### src/rtl/vesp_mem_port.sv
// vesp_mem_port: VeSP main-memory block with req/ready/rvalid handshake,
// configurable read latency, opa/opb operand shadows of words 0 and 1,
// and an out-of-range access flag.
// Optional feature macro: VESP_MEM_PARITY_EN (per-word even parity + perr_o).
module vesp_mem_port #(
  parameter int unsigned WORD_W   = 16,
  parameter int unsigned ADDR_W   = 12,
  parameter int unsigned DEPTH    = 256,
  parameter int unsigned READ_LAT = 2
) (
  input  logic              clk_i,
  input  logic              rst_i,
  input  logic              req_i,
  input  logic              we_i,
  input  logic [ADDR_W-1:0] addr_i,
  input  logic [WORD_W-1:0] wdata_i,
  output logic              ready_o,
  output logic              rvalid_o,
  output logic [WORD_W-1:0] rdata_o,
  output logic              err_o,
`ifdef VESP_MEM_PARITY_EN
  output logic              perr_o,
`endif
  output logic [WORD_W-1:0] opa_o,
  output logic [WORD_W-1:0] opb_o
);

  localparam int unsigned IDX_W = (DEPTH > 1) ? $clog2(DEPTH) : 1;
  localparam int unsigned CNT_W = 4;
  localparam logic [ADDR_W:0]  DEPTH_EXT = (ADDR_W+1)'(DEPTH);
  localparam logic [CNT_W-1:0] CNT_LOAD  = CNT_W'(READ_LAT - 1);

  typedef enum logic {
    S_IDLE = 1'b0,
    S_WAIT = 1'b1
  } state_e;

  // FSM state and read bookkeeping
  state_e             state_q, state_d;
  logic [CNT_W-1:0]   cnt_q, cnt_d;
  logic [IDX_W-1:0]   rd_idx_q, rd_idx_d;
  logic               rd_oor_q, rd_oor_d;

  // registered outputs
  logic               ready_q, ready_d;
  logic               rvalid_q, rvalid_d;
  logic [WORD_W-1:0]  rdata_q, rdata_d;
  logic               err_q, err_d;
  logic [WORD_W-1:0]  opa_q, opa_d;
  logic [WORD_W-1:0]  opb_q, opb_d;

  // handshake strobes decoded from the FSM
  logic               wr_acc;
  logic               rd_acc;
  logic               rd_done;

  // address decode
  logic               addr_oor;
  logic [IDX_W-1:0]   addr_idx;
  logic               addr_is0;
  logic               addr_is1;

  // storage
  logic [WORD_W-1:0]  mem_q [DEPTH];
  logic [WORD_W-1:0]  mem_rd_word;

`ifdef VESP_MEM_PARITY_EN
  logic               par_q [DEPTH];
  logic               par_rd_bit;
  logic               perr_q, perr_d;
`endif

  // Unsigned full-width range compare; extra MSB lets DEPTH == 2**ADDR_W work.
  always_comb begin
    addr_oor = ({1'b0, addr_i} >= DEPTH_EXT);
    addr_idx = addr_i[IDX_W-1:0];
    addr_is0 = (addr_i == ADDR_W'(0));
    addr_is1 = (addr_i == ADDR_W'(1));
  end

  // Read port of the storage array, addressed by the latched read index.
  always_comb begin
    mem_rd_word = mem_q[rd_idx_q];
`ifdef VESP_MEM_PARITY_EN
    par_rd_bit  = par_q[rd_idx_q];
`endif
  end

  // FSM state register; reset aborts any pending read.
  always_ff @(posedge clk_i or posedge rst_i) begin
    if (rst_i) begin
      state_q <= S_IDLE;
    end else begin
      state_q <= state_d;
    end
  end

  // FSM next-state logic: reads park in WAIT until the latency counter expires.
  always_comb begin
    state_d = state_q;
    case (state_q)
      S_IDLE: if (req_i && !we_i) state_d = S_WAIT;
      S_WAIT: if (cnt_q == '0)    state_d = S_IDLE;
      default:                    state_d = S_IDLE;
    endcase
  end

  // FSM output decode: requests are only seen in IDLE; WAIT ignores req.
  always_comb begin
    wr_acc  = 1'b0;
    rd_acc  = 1'b0;
    rd_done = 1'b0;
    case (state_q)
      S_IDLE: begin
        wr_acc = req_i && we_i;
        rd_acc = req_i && !we_i;
      end
      S_WAIT: begin
        rd_done = (cnt_q == '0);
      end
      default: begin
        wr_acc  = 1'b0;
      end
    endcase
  end

  // Datapath next-state: latency counter, read latch, output pulses and shadows.
  always_comb begin
    cnt_d    = cnt_q;
    rd_idx_d = rd_idx_q;
    rd_oor_d = rd_oor_q;
    ready_d  = (state_d == S_IDLE);
    rvalid_d = rd_done;
    err_d    = (wr_acc && addr_oor) || (rd_done && rd_oor_q);
    rdata_d  = rdata_q;
    opa_d    = opa_q;
    opb_d    = opb_q;

    if (rd_acc) begin
      cnt_d    = CNT_LOAD;
      rd_idx_d = addr_idx;
      rd_oor_d = addr_oor;
    end else if ((state_q == S_WAIT) && (cnt_q != '0)) begin
      cnt_d = cnt_q - CNT_W'(1);
    end

    if (rd_done) begin
      rdata_d = rd_oor_q ? '0 : mem_rd_word;
    end

    // Words 0 and 1 are always in range, so the shadows track every write to them.
    if (wr_acc && addr_is0) begin
      opa_d = wdata_i;
    end
    if (wr_acc && addr_is1) begin
      opb_d = wdata_i;
    end
  end

  // Datapath and output registers.
  always_ff @(posedge clk_i or posedge rst_i) begin
    if (rst_i) begin
      cnt_q    <= '0;
      rd_idx_q <= '0;
      rd_oor_q <= 1'b0;
      ready_q  <= 1'b1;
      rvalid_q <= 1'b0;
      rdata_q  <= '0;
      err_q    <= 1'b0;
      opa_q    <= '0;
      opb_q    <= '0;
    end else begin
      cnt_q    <= cnt_d;
      rd_idx_q <= rd_idx_d;
      rd_oor_q <= rd_oor_d;
      ready_q  <= ready_d;
      rvalid_q <= rvalid_d;
      rdata_q  <= rdata_d;
      err_q    <= err_d;
      opa_q    <= opa_d;
      opb_q    <= opb_d;
    end
  end

  // Storage write; out-of-range writes are dropped. Contents survive reset.
  always_ff @(posedge clk_i) begin
    if (wr_acc && !addr_oor) begin
      mem_q[addr_idx] <= wdata_i;
    end
  end

`ifdef VESP_MEM_PARITY_EN
  // Even-parity bit stored alongside each word.
  always_ff @(posedge clk_i) begin
    if (wr_acc && !addr_oor) begin
      par_q[addr_idx] <= ^wdata_i;
    end
  end

  // Parity error accompanies rvalid; out-of-range reads never flag it.
  always_comb begin
    perr_d = rd_done && !rd_oor_q && ((^mem_rd_word) != par_rd_bit);
  end

  // Parity error output register.
  always_ff @(posedge clk_i or posedge rst_i) begin
    if (rst_i) begin
      perr_q <= 1'b0;
    end else begin
      perr_q <= perr_d;
    end
  end

  assign perr_o = perr_q;
`endif

  assign ready_o  = ready_q;
  assign rvalid_o = rvalid_q;
  assign rdata_o  = rdata_q;
  assign err_o    = err_q;
  assign opa_o    = opa_q;
  assign opb_o    = opb_q;

endmodule
### config.mk
export PLATFORM = sky130hd
export DESIGN_NAME = vesp_mem_port
export DESIGN_NICKNAME = d
export VERILOG_FILES = /design/src/rtl/vesp_mem_port.sv
export SDC_FILE = /design/constraint.sdc
export NUM_CORES = 2
export LEC_CHECK = 0
export CAP_MARGIN = 20
export CELL_PAD_IN_SITES_DETAIL_PLACEMENT = 0
export CELL_PAD_IN_SITES_GLOBAL_PLACEMENT = 2
export CORE_UTILIZATION = 25
export CTS_BUF_LIST = sky130_fd_sc_hd__clkbuf_4 sky130_fd_sc_hd__clkbuf_8 sky130_fd_sc_hd__clkbuf_16
export CTS_CLUSTER_SIZE = 14
export DETAILED_ROUTE_END_ITERATION = 8
export PLACE_DENSITY = 0.52
export SKIP_LAST_GASP = 1
export SYNTH_ARGS = -nofsm -noshare
export SYNTH_HDL_FRONTEND = slang
export SYNTH_SLANG_ARGS = --single-unit
export TNS_END_PERCENT = 1
### constraint.sdc
create_clock -name clk_i -period 4 [get_ports clk_i]
set_input_delay 0.8 -clock clk_i [delete_from_list [all_inputs] [get_ports clk_i]]
set_output_delay 0.8 -clock clk_i [all_outputs]
set_load 0.05 [all_outputs]
==> flow_summary_export.csv <==
group,metric,value,unit
logic_synthesis,avgSynthCellArea,19.87,µm²
drt,met2_length,257900,µm
logic_synthesis,synth_flop_cell,"edfxtp_1",
sta,fmax,234.4,MHz
final_layout,final_nets,9095,
drt,wirelength,542500,µm
final_layout,utilization,0.3052,
flow_run,max-cap-violations,0,
sta,slew_violations,0,
sta,post-route-period-util,1.067,
global_route,grt_pass1_wl,739600,µm
global_route,grt_pass1_vias,86950,
critical_path,path_cells,"nand2_8 > buf_12 > buf_4 > o221ai_1 > a21oi_1 > nor2_1 > o22ai_1 > nor4_1 > buf_4 > a2111o_1",
drt,dr_wl_met3,34920,µm
critical_path,cpPeakStageDelay,0.76,ns
power_and_ir_drop,p_int,0.08612,W
logic_synthesis,synth_area_leader_cell,"edfxtp_1",
run_status,status,"finished, violations left",
critical_path,cp_top_family,"compound AO/OA/AOI/OAI gates",
power_and_ir_drop,p_clk_frac,0.323,
placement,place.gp.congestion,0.8198,
sta,fin_crit,4.266,ns
global_route,antenna_found_initial,53,
power_and_ir_drop,power_leakage,62.57,nW
critical_path,cp_num_buf_inv,3,
logic_synthesis,yosys_warnings,0,
cts,path_clk_slew,0.07,ns
floorplan,dieArea,0.6482,mm²
critical_path,path_class,"register to register",
critical_path,path_common_cell,"buf_4",
critical_path,critPathMaxFanout,38,
floorplan,die_x,805.1,µm
placement,dp_cells,17190,
power_and_ir_drop,pwr-share-seq,0.378,
floorplan,core,0.6419,mm²
cts,clockRootBuffer,"clkbuf_16",
global_route,grt_max_degree,102,
sta,rsz0062_at_grt,"true",
drt,drt-met1-wl,237500,µm
logic_synthesis,ys_seq_area_frac,0.7729,
power_and_ir_drop,p_sw_frac,0.3308,
logic_synthesis,ys_seq_elements,4161,
drt,post_drt_wl_per_cell,30.06,µm
drt,drc,0,
placement,dp_hpwl,350100,µm
cts,htreeDepth,5,
sta,worst_slew_pin_slew,1.260,ns
power_and_ir_drop,cellPowerDensity,657.0,mW/mm²
sta,postLayoutSetupSlackWorst,-0.2664,ns
final_layout,final-seq-area,0.1246,mm²
drt,via_per_inst,4.737,
drt,drtAntennaViolNets,0,
logic_synthesis,synth_area,0.1612,mm²
power_and_ir_drop,switchingPower,0.04257,W
drt,dr.pass1.iters,5,
logic_synthesis,synth_area_leaders,"edfxtp_1, mux4_2, mux2i_1",
floorplan,pin_count,83,
critical_path,cpMaxStageDelayCell,"o22ai_1",
placement,post-place-ws,-0.4572,ns
logic_synthesis,postSynth.asyncResetShare,0.01562,
floorplan,rows,294,
cts,hold_buffers,0,
sta,worst_hold_slack,0.1226,ns
sta,slew_headroom,0.1601,
logic_synthesis,synth_cell_types,63,
critical_path,cp.required,4.89,ns
drt,vias,85480,
power_and_ir_drop,worst_ir_drop_vdd,0.5114,mV
critical_path,arrival,5.16,ns
placement,portBuffers,82,
sta,setup_viol,6,
global_route,grt_overflow,0,
logic_synthesis,synth_top_area_frac,0.7628,
final_layout,fillers,62100,
sta,finalHoldViolations,0,
cts,insertion_delay,1.05,ns
drt,topRoutingLayerUsed,"met5",
run_status,violations,"negative setup slack",
cts,cts.path.max_buffers,4,
floorplan,start_util,0.2512,
final_layout,instances_no_fill,18050,
min_path,hold_path.class,"input pin to register",
cts,cts_buffers,449,
cts,cts_tree,"done",
drt,initialDrtViolationCount,9659,
cts,cts.sinks,4161,
sta,fin_skew,0.08140,ns
global_route,grt_use_total,0.1627,
logic_synthesis,syn_nets,8150,
power_and_ir_drop,pwr-share-comb,0.299,
critical_path,endpoint_kind,"register",
final_layout,multi_input_area,0.03405,mm²
final_layout,drive_above_1_share,0.2550,
logic_synthesis,syn_inst,8116,
floorplan,die_h,805.1,µm
logic_synthesis,synth_edf_count,4096,
final_layout,area_growth_syn_to_layout,21.49,%
critical_path,setup.worst_path.start_class,"register",
what timing repair did:
item | in CTS | in global routing
setup buffers | 0 | 0
gates resized for setup | 4 | 1
setup endpoints to repair | 7 | 10
final timing paths:
kind	end	from	cells past startpoint	slack, ns
hold / removal	mem_q[150][0]	wdata_i[0]	1	0.12
hold reg to reg	opb_o[0]	opb_o[0]	2	0.48
max in group asynchronous	rdata_o[0]	rst_i	3	2.92
setup / recovery	rdata_o[13]	rd_idx_q[1]	10	-0.27
min in group asynchronous	opb_o[0]	rst_i	2	0.13
setup reg to reg	rdata_o[13]	rd_idx_q[1]	10	-0.27
per-layer routing:
metal	up-vias	GRT usage
li1	35730	-
met1	46250	0.2283
met2	2947	0.2674
met3	554	0.02585
met4	4	0.03316
met5	-	0
flip-flops by register name (all words and copies together), names as in the netlist:
name      cells
state_q       1
ready_o       1
err_o         1
rd_idx_q      8
opa_o        16
cnt_q         4
opb_o        16
rvalid_o      1
mem_q      4096
rd_oor_q      1
rdata_o      16
through the flow:
step           power, W  cell area, µm²  setup TNS [ns]
2_1_floorplan   0.07113          161200               0
3_3_place_gp    0.08836          180800          -24.85
3_5_place_dp    0.08841          180900          -25.31
4_1_cts          0.1302          195800         -0.5997
5_1_grt          0.1331          195800          -1.028
6_report         0.1287          195900         -0.7303
power groups by stage:
stage          Clock, W  Combinational (W)  Sequential (W)
3_3_place_gp          0             0.0389          0.0495
2_1_floorplan         0             0.0219          0.0493
5_1_grt          0.0441             0.0403          0.0486
6_report         0.0416             0.0385          0.0486
3_5_place_dp          0             0.0389          0.0495
4_1_cts          0.0426             0.0390          0.0486
placed cells by master, fill, tap and decap left out, types with 9 or more instances in the layout:
cell             instances
edfxtp_1              4096
mux2i_1                839
mux4_2                 605
buf_4                  589
clkbuf_16              449
o221ai_1               327
buf_12                 304
o22ai_1                268
nor2_1                 260
nand2_1                242
nor3_1                 173
a21oi_1                172
nor2_2                 128
clkinv_1               127
clkinv_2                89
clkbuf_4                80
clkdlybuf4s50_1         66
o21ai_0                 65
nand3_1                 63
dfrtp_1                 59
a31oi_1                 48
bufinv_16               38
nand4_1                 35
nor4_1                  33
a22oi_1                 28
and2_1                  19
clkinv_16               19
buf_8                   19
diode_2                 17
a211oi_1                15
clkinvlp_4              14
a211o_1                 12
o311a_1                 12
nor2b_1                  9
synth_stat cells, types with 6 or more instances:
cell type / count
edfxtp_1: 4096
mux2i_1: 839
mux4_2: 605
nor2_1: 389
o221ai_1: 327
o22ai_1: 269
nand2_1: 249
clkbuf_1: 215
nor3_1: 177
a21oi_1: 172
buf_2: 81
buf_4: 73
nand3_1: 66
buf_6: 65
o21ai_0: 65
dfrtp_1: 64
a31oi_1: 48
nand4_1: 35
buf_1: 34
nor4_1: 34
a22oi_1: 28
and2_1: 19
a211oi_1: 15
buf_8: 13
a211o_1: 12
o311a_1: 12
inv_1: 9
nor2b_1: 9
and3_1: 7
buf_12: 7
nand2b_1: 7
a2111oi_0: 6
kinds of logic after synthesis:
group / Yosys count / share of synthesized area
AOI/OAI and AO/OA: 988 / 0.04317
xor gates and xnor gates: 2 / 0.0001087
adders and majority gates: 2 / 0.0001552
buffers and inverters: 502 / 0.01865
DFF: 4161 / 0.7729
muxes: 1451 / 0.1374
and+or+nand+nor: 1010 / 0.02755
worst reg2reg max path, cell delays in order, from the launching register on:
cell      delay (ns)
dfrtp_4         0.61
nand2_8         0.44
buf_12          0.32
buf_4           0.50
o221ai_1        0.36
a21oi_1         0.24
nor2_1          0.06
o22ai_1         0.76
nor4_1          0.18
buf_4           0.23
a2111o_1        0.40
final cells by class:
type / count / share of cell area
sequential: 4161 / 0.6363
clock buffer: 534 / 0.06081
multi-input combinational: 3453 / 0.1738
timing repair buffer: 982 / 0.05870
tap: 8584 / 0.05483
clock inverter: 300 / 0.01495
antenna: 17 / 0.0002172
inverter: 14 / 0.0003641
Power figures use the tool's default switching activity.
